==> config.mk <==
export PLATFORM = sky130hd
export DESIGN_NAME = serializador_param
export DESIGN_NICKNAME = d
export VERILOG_FILES = /design/src/rtl/serializador_param.sv
export SDC_FILE = /design/constraint.sdc
export NUM_CORES = 1
export LEC_CHECK = 0
export ABC_AREA = 1
export BUFFER_PORTS_ARGS = -buffer_cell sky130_fd_sc_hd__buf_4
export CORE_UTILIZATION = 25
export CTS_BUF_LIST = sky130_fd_sc_hd__clkbuf_4
export DETAILED_ROUTE_END_ITERATION = 7
export PLACE_DENSITY = 0.46
export REMOVE_ABC_BUFFERS = 1
export SYNTH_ARGS = -nofsm -noshare
export SYNTH_HDL_FRONTEND = slang
export SYNTH_SLANG_ARGS = --single-unit
==> constraint.sdc <==
create_clock -name clk_32f -period 1.45 [get_ports clk_32f]
set_clock_uncertainty 0.2 [all_clocks]
set_input_delay 0 -clock clk_32f [delete_from_list [all_inputs] [get_ports clk_32f]]
set_output_delay 0 -clock clk_32f [all_outputs]
set_load 0.01 [all_outputs]
==> src/rtl/serializador_param.sv <==
// Parallel-to-serial transmitter: WIDTH-bit words over valid/ready, one bit per clk_32f,
// idle-word fill and post-reset sync preamble. Define PARITY_EN to append an even-parity bit.
module serializador_param #(
    parameter int               WIDTH      = 8,
    parameter logic [WIDTH-1:0] IDLE_WORD  = 'hBC,
    parameter int               SYNC_WORDS = 4,
    parameter int               LSB_FIRST  = 0
) (
    input  logic             clk_32f,
    input  logic             reset,
    input  logic [WIDTH-1:0] data_in,
    input  logic             valid_in,
    output logic             ready_out,
    output logic             data_out,
    output logic             word_start,
    output logic             active
);

`ifdef PARITY_EN
    localparam int F = WIDTH + 1;
`else
    localparam int F = WIDTH;
`endif
    localparam int BC_W = $clog2(F);
    localparam int IC_W = $clog2(SYNC_WORDS + 1);

    localparam logic [BC_W-1:0] BC_LAST  = BC_W'(F - 1);
    localparam logic [IC_W-1:0] IC_LAST  = IC_W'(SYNC_WORDS);
    localparam logic [0:0]      ST_SYNC   = 1'b0;
    localparam logic [0:0]      ST_ACTIVE = 1'b1;

    function automatic logic [WIDTH-1:0] bit_reverse(input logic [WIDTH-1:0] v);
        logic [WIDTH-1:0] r;
        for (int i = 0; i < WIDTH; i++) begin
            r[i] = v[WIDTH-1-i];
        end
        return r;
    endfunction

    logic [F-1:0]     r_sh;
    logic [BC_W-1:0]  r_bc;
    logic [IC_W-1:0]  r_ic;
    logic [0:0]       r_state;
    logic             r_word_start;

    logic             w_load;
    logic             w_take;
    logic [WIDTH-1:0] w_word;
    logic [WIDTH-1:0] w_ordered;
    logic [F-1:0]     w_frame;

    assign w_load    = (r_bc == BC_LAST);
    assign w_take    = w_load && (r_state == ST_ACTIVE) && valid_in;
    assign w_word    = w_take ? data_in : IDLE_WORD;
    // The frame is held with its first line bit at the top, so the line always shifts left.
    assign w_ordered = (LSB_FIRST != 0) ? bit_reverse(w_word) : w_word;

`ifdef PARITY_EN
    assign w_frame = {w_ordered, ^w_word};
`else
    assign w_frame = w_ordered;
`endif

    always_ff @(posedge clk_32f or posedge reset) begin
        if (reset) begin
            r_sh         <= '0;
            r_bc         <= BC_LAST;
            r_word_start <= 1'b0;
        end else if (w_load) begin
            r_sh         <= w_frame;
            r_bc         <= '0;
            r_word_start <= 1'b1;
        end else begin
            r_sh         <= {r_sh[F-2:0], 1'b0};
            r_bc         <= r_bc + 1'b1;
            r_word_start <= 1'b0;
        end
    end

    // Sync preamble: the load edge that finds ic==SYNC_WORDS still sends idle, then goes active.
    always_ff @(posedge clk_32f or posedge reset) begin
        if (reset) begin
            r_ic    <= '0;
            r_state <= ST_SYNC;
        end else if (w_load && (r_state == ST_SYNC)) begin
            if (r_ic == IC_LAST) begin
                r_state <= ST_ACTIVE;
            end else begin
                r_ic <= r_ic + 1'b1;
            end
        end
    end

    assign data_out   = r_sh[F-1];
    assign word_start = r_word_start;
    assign active     = (r_state == ST_ACTIVE);
    assign ready_out  = active && w_load;

endmodule
Word level (Yosys, flattened, before mapping)

Cells that the tools add are included.

Add/subtract/negate cells: 2
Equal/unequal tests: 2
Reductions and logical operators: 5
Muxes and demuxes: 4
Bitwise logic cells: 2

Operators with widths:

| operator                                    | count |
|---|---|
| 2-to-1 mux 8 bit                            | 2 |
| adder 3 x 1 -> 3 bit, second input constant | 2 |
| == test 3 bit, second input constant        | 2 |
| AND reduction 2 bit                         | 2 |
| logical AND 1 bit                           | 3 |
| 2-to-1 mux 3 bit                            | 1 |
| NOT 1 bit                                   | 2 |
| 2-to-1 mux 1 bit                            | 1 |

Word-level logic and storage cells: 20
Output and inout port bits: 4
Bits in registers: 16
Bits of input ports: 11

Longest topological paths before layout

Word-level depth: 5
Depth in mapped cells: 7
Gate-level depth less buffers: 7

Least setup slack after synthesis

No wires, ideal clock.

Path kind: flip-flop to flip-flop
Start point: register r_bc[0]
End point: register r_sh[2]
Setup slack: -0.036 ns
Path buffers: 0
Data required time: 1.133 ns
Cell stages (with the launch flop): 6
Arrival time: 1.170 ns
Clock period less this slack: 1.486 ns
Setup time: 0.117 ns
Cells stage by stage: dfstp_2 > ha_1 > ha_1 > nand3_2 > nor2_1 > nor2_1

Cells in the longest elaborated chain, start to end: 5

RTL lines:

| item                            | RTL line | text |
|---|---|---|
| from (decl)                     | 41       | `logic [BC_W-1:0] r_bc;` |
| from (signal assigned)          | 75       | `r_bc <= r_bc + 1'b1;` |
| == test 3 bit *                 | 52       | `assign w_load = (r_bc == BC_LAST);` |
| via w_load                      | 46       | `logic w_load;` |
| logical AND 1 bit (2 in series) | 53       | `assign w_take = w_load && (r_state == ST_ACTIVE) && valid_in;` |
| 2-to-1 mux 8 bit                | 54       | `assign w_word = w_take ? data_in : IDLE_WORD;` |
| 2-to-1 mux 8 bit *              | 69       | `end else if (w_load) begin` |
| to (signal assigned)            | 70       | `r_sh <= w_frame;` |
| to (signal assigned)            | 74       | `r_sh <= {r_sh[F-2:0], 1'b0};` |
| to (decl)                       | 40       | `logic [F-1:0] r_sh;` |

Mark *: on every way through the listed nets, which the timed path passes. The rest lies on a longest branch.
A chain may end at the register's enable or synchronous reset.

Worst setup path in the final report

Start point: register r_bc[0]
End point: output port ready_out

Cells in the longest elaborated chain, start to end: 2

RTL lines:

| item              | RTL line | text |
|---|---|---|
| == test 3 bit     | 52       |  |
| via w_load        | 46       |  |
| logical AND 1 bit | 97       | `assign ready_out = active && w_load;` |
| to (decl)         | 13       | `output logic ready_out,` |

The timed path passes the listed nets, and every way through them passes these cells.

==> Implementation_results.wiki <==
{| class="wikitable"
! Metric !! Value
|-
| Status || complete, but fails checks
|-
| Violated checks || setup timing
|-
| Number of buffers added by the clock tree synthesis step || 3
|-
| Fraction of the cycle the final worst path needs || 111%
|-
| Worst reg2reg path depth || 6
|-
| Total standard cell area after synthesis || 681 um2
|-
| Die width || 54.2 um
|-
| Antenna Cells || 0
|-
| Number of DRC violations after detailed-routing iteration 0 || 3
|-
| Core Rows || 18
|-
| R2r endpoint || r_sh[3]$_DFF_PP0_
|-
| Worst rel slew slack || 59.5%
|-
| IO buf count || 14
|-
| Final setup violation count || 12
|-
| First-pass GRT wire length || 2.34 mm
|-
| Chip height || 54.2 um
|-
| Number of maximum-capacitance violations || 0
|-
| Unrepaired setup endpoints after global routing || true
|-
| Number of nets in the layout || 123
|-
| Worst-case hold slack || 0.135 ns
|-
| Hold Fails Final Rpt || 0
|-
| Beginning of the worst register-to-register path || r_bc[0]$_DFF_PP1_
|-
| Half-perimeter wire length of the detailed placement result || 894 um
|-
| TritonCTS clock tree || built
|-
| Most frequent standard cell in the layout excluding fill and tap cells || buf_4
|-
| Path class of the lowest-slack min-delay path || in -> async
|-
| Final critical-path setup slack || -0.161 ns
|-
| Worst-path fanout max || 3
|-
| Layout cells sized above 1 || 39.3%
|-
| Ratio of routed vias to standard cells || 4.03
|-
| Clock H-tree levels || 1
|-
| Clock latency at the later pin of the worst-skew pair || 0.29 ns
|-
| Final-layout setup total negative slack || -1.15 ns
|-
| FMAX || 621 MHz
|-
| Worst EP required || 1.25 ns
|-
| Syn Inst Count || 75
|-
| Post-synth top area share || 47.8%
|-
| Most used cells in the layout excluding fill and tap cells || buf_4 (16), nor2_1 (14), nand2_1 (13), dfrtp_1 (13)
|-
| Final worst path period need || 1.61 ns
|-
| Core outline area || 2520 um2
|-
| CTS Root Cell || clkbuf_4
|-
| Leakage || 0.534 nW
|-
| Largest cells by area after synthesis || dfrtp_1 (48%), dfstp_2 (12%), nor2_1 (10%), nand2_1 (8.3%), ha_1 (7.4%)
|-
| Worst reg-to-reg setup slack || -0.13 ns
|-
| CP arrival || 1.41 ns
|-
| Cell accounting for the most synthesized area || dfrtp_1
|-
| Total vias in the final route || 552
|-
| Total Wirelength || 1.36 mm
|-
| Number of nets still failing antenna checks after routing || 0
|-
| CP Class || reg -> out
|-
| CTS sink count || 16
|-
| Per-instance average area after synthesis || 9.08 um2
|-
| Remaining Overflow, GRT || 0
|-
| Wire length per cell || 9.93 um
|-
| Areal power density over the cells || 736 nW/um2
|-
| Launching element type of the critical path || flop
|-
| Pin count of the biggest net entering global routing || 17
|-
| Final total power || 790 uW
|-
| Yosys cell types || 12
|-
| Via count of the first global-routing pass || 551
|-
| Max-slew violation total from the final report || 0
|-
| Slew at the pin with the worst max-slew slack || 0.606 ns
|-
| Type of destination of the critical path || output pin
|-
| Last weighted congestion value of the routability-driven placer || 0.721
|-
| Ys Warns || 0
|-
| Top-Level Pins || 15
|-
| 1st-pass router iterations || 3
|-
| Drt drc || 0
|-
| P&R area growth vs syn || 57.7%
|-
| Total of flip-flops plus latches after synthesis || 16
|-
| Die footprint || 2940 um2
|-
| Sequential-to-total area share from yosys stat || 59.4%
|-
| Number of antenna violations at the first check in global routing || 0
|-
| Max rail drop VDD || 532 uV
|-
| Clk buf depth || 2
|-
| Global routing usage summed across all routing layers || 11.8%
|-
| Effective utilization at floorplan || 27.0%
|-
| Clock-pin transition on the worst setup and hold timing paths || 0.09 ns
|}
-- state kept, by name (all words and copies together) (netlist names) --
name / cells
word_start: 1
r_sh: 8
r_bc: 3
active: 1
r_ic: 3
-- what timing repair did --
action	CTS	global route
hold endpoints to repair	24	0
hold buffers	10	0
resized for setup	14	8
buffers inserted	4	0
pin swaps	6	4
setup endpoints to repair	15	15
-- how the worst max path moves through the flow --
stage                      start                   to  slack [ns]
6_report       r_bc[0]$_DFF_PP1_            ready_out       -0.16
5_1_grt        r_bc[0]$_DFF_PP1_            ready_out       -0.24
3_3_place_gp   r_bc[0]$_DFF_PP1_  r_ic[2]$_DFFE_PP0P_       -0.11
3_5_place_dp   r_bc[0]$_DFF_PP1_  r_ic[2]$_DFFE_PP0P_       -0.14
4_1_cts        r_bc[1]$_DFF_PP1_            ready_out       -0.17
2_1_floorplan  r_bc[0]$_DFF_PP1_    r_sh[2]$_DFF_PP0_       -0.22
-- metrics by stage --
stage / utilization [%] / cells / instance area (um2) / setup slack, ns
2_1_floorplan: - / 74 / 673 / -0.220
3_3_place_gp: 33.7 / 121 / 851 / -0.113
3_5_place_dp: 33.7 / 121 / 851 / -0.143
4_1_cts: 42.0 / 138 / 1060 / -0.167
5_1_grt: 42.6 / 137 / 1070 / -0.238
6_report: 42.6 / 137 / 1070 / -0.161
-- cell families (layout without fill, tap and decap cells) --
group / count (synthesis) / in the layout / synth area share (%)
AND/OR/NAND/NOR: 38 / 38 / 22.8
AO/OA/AOI/OAI: 3 / 3 / 2.21
adder cells (fa/ha/maj): 4 / 4 / 7.35
buffers and inverters: 14 / 46 / 8.27
flip-flops: 16 / 16 / 59.4
-- Yosys cell counts, drive strengths merged --
cell   number
nand4       2
ha          4
nand2      15
nor2       19
dfrtp      13
buf         1
nand3       2
o21ai       3
inv        13
dfstp       3
-- worst max-delay path, cell delays in order (launching register included) --
cell,delay (ns)
dfstp_2,0.57
ha_4,0.14
ha_4,0.13
buf_6,0.10
nand2_4,0.04
inv_2,0.05
buf_6,0.09
-- per-layer routing --
metal	part of all wire [%]	track usage (%)	wire, um
met1	42	12.8	571
met2	52	20.3	708
met3	5.9	5.93	80
met4	0	2.56	0
met5	0	0	0
-- cell type report --
type	count	area, um2
flip-flops and latches	16	404
repair buffers	29	263
clock buffers	4	30.0
inverters	13	51.3
fillers	269	1450
well taps	30	37.5
multi-input cells	45	288
-- report_power, final --
group	switching, mW	internal (mW)
combinational	0.0250	0.0410
sequential	0.00295	0.456
clock	0.140	0.126
total	0.168	0.623
Note: power is estimated with default switching activity, not from simulation.
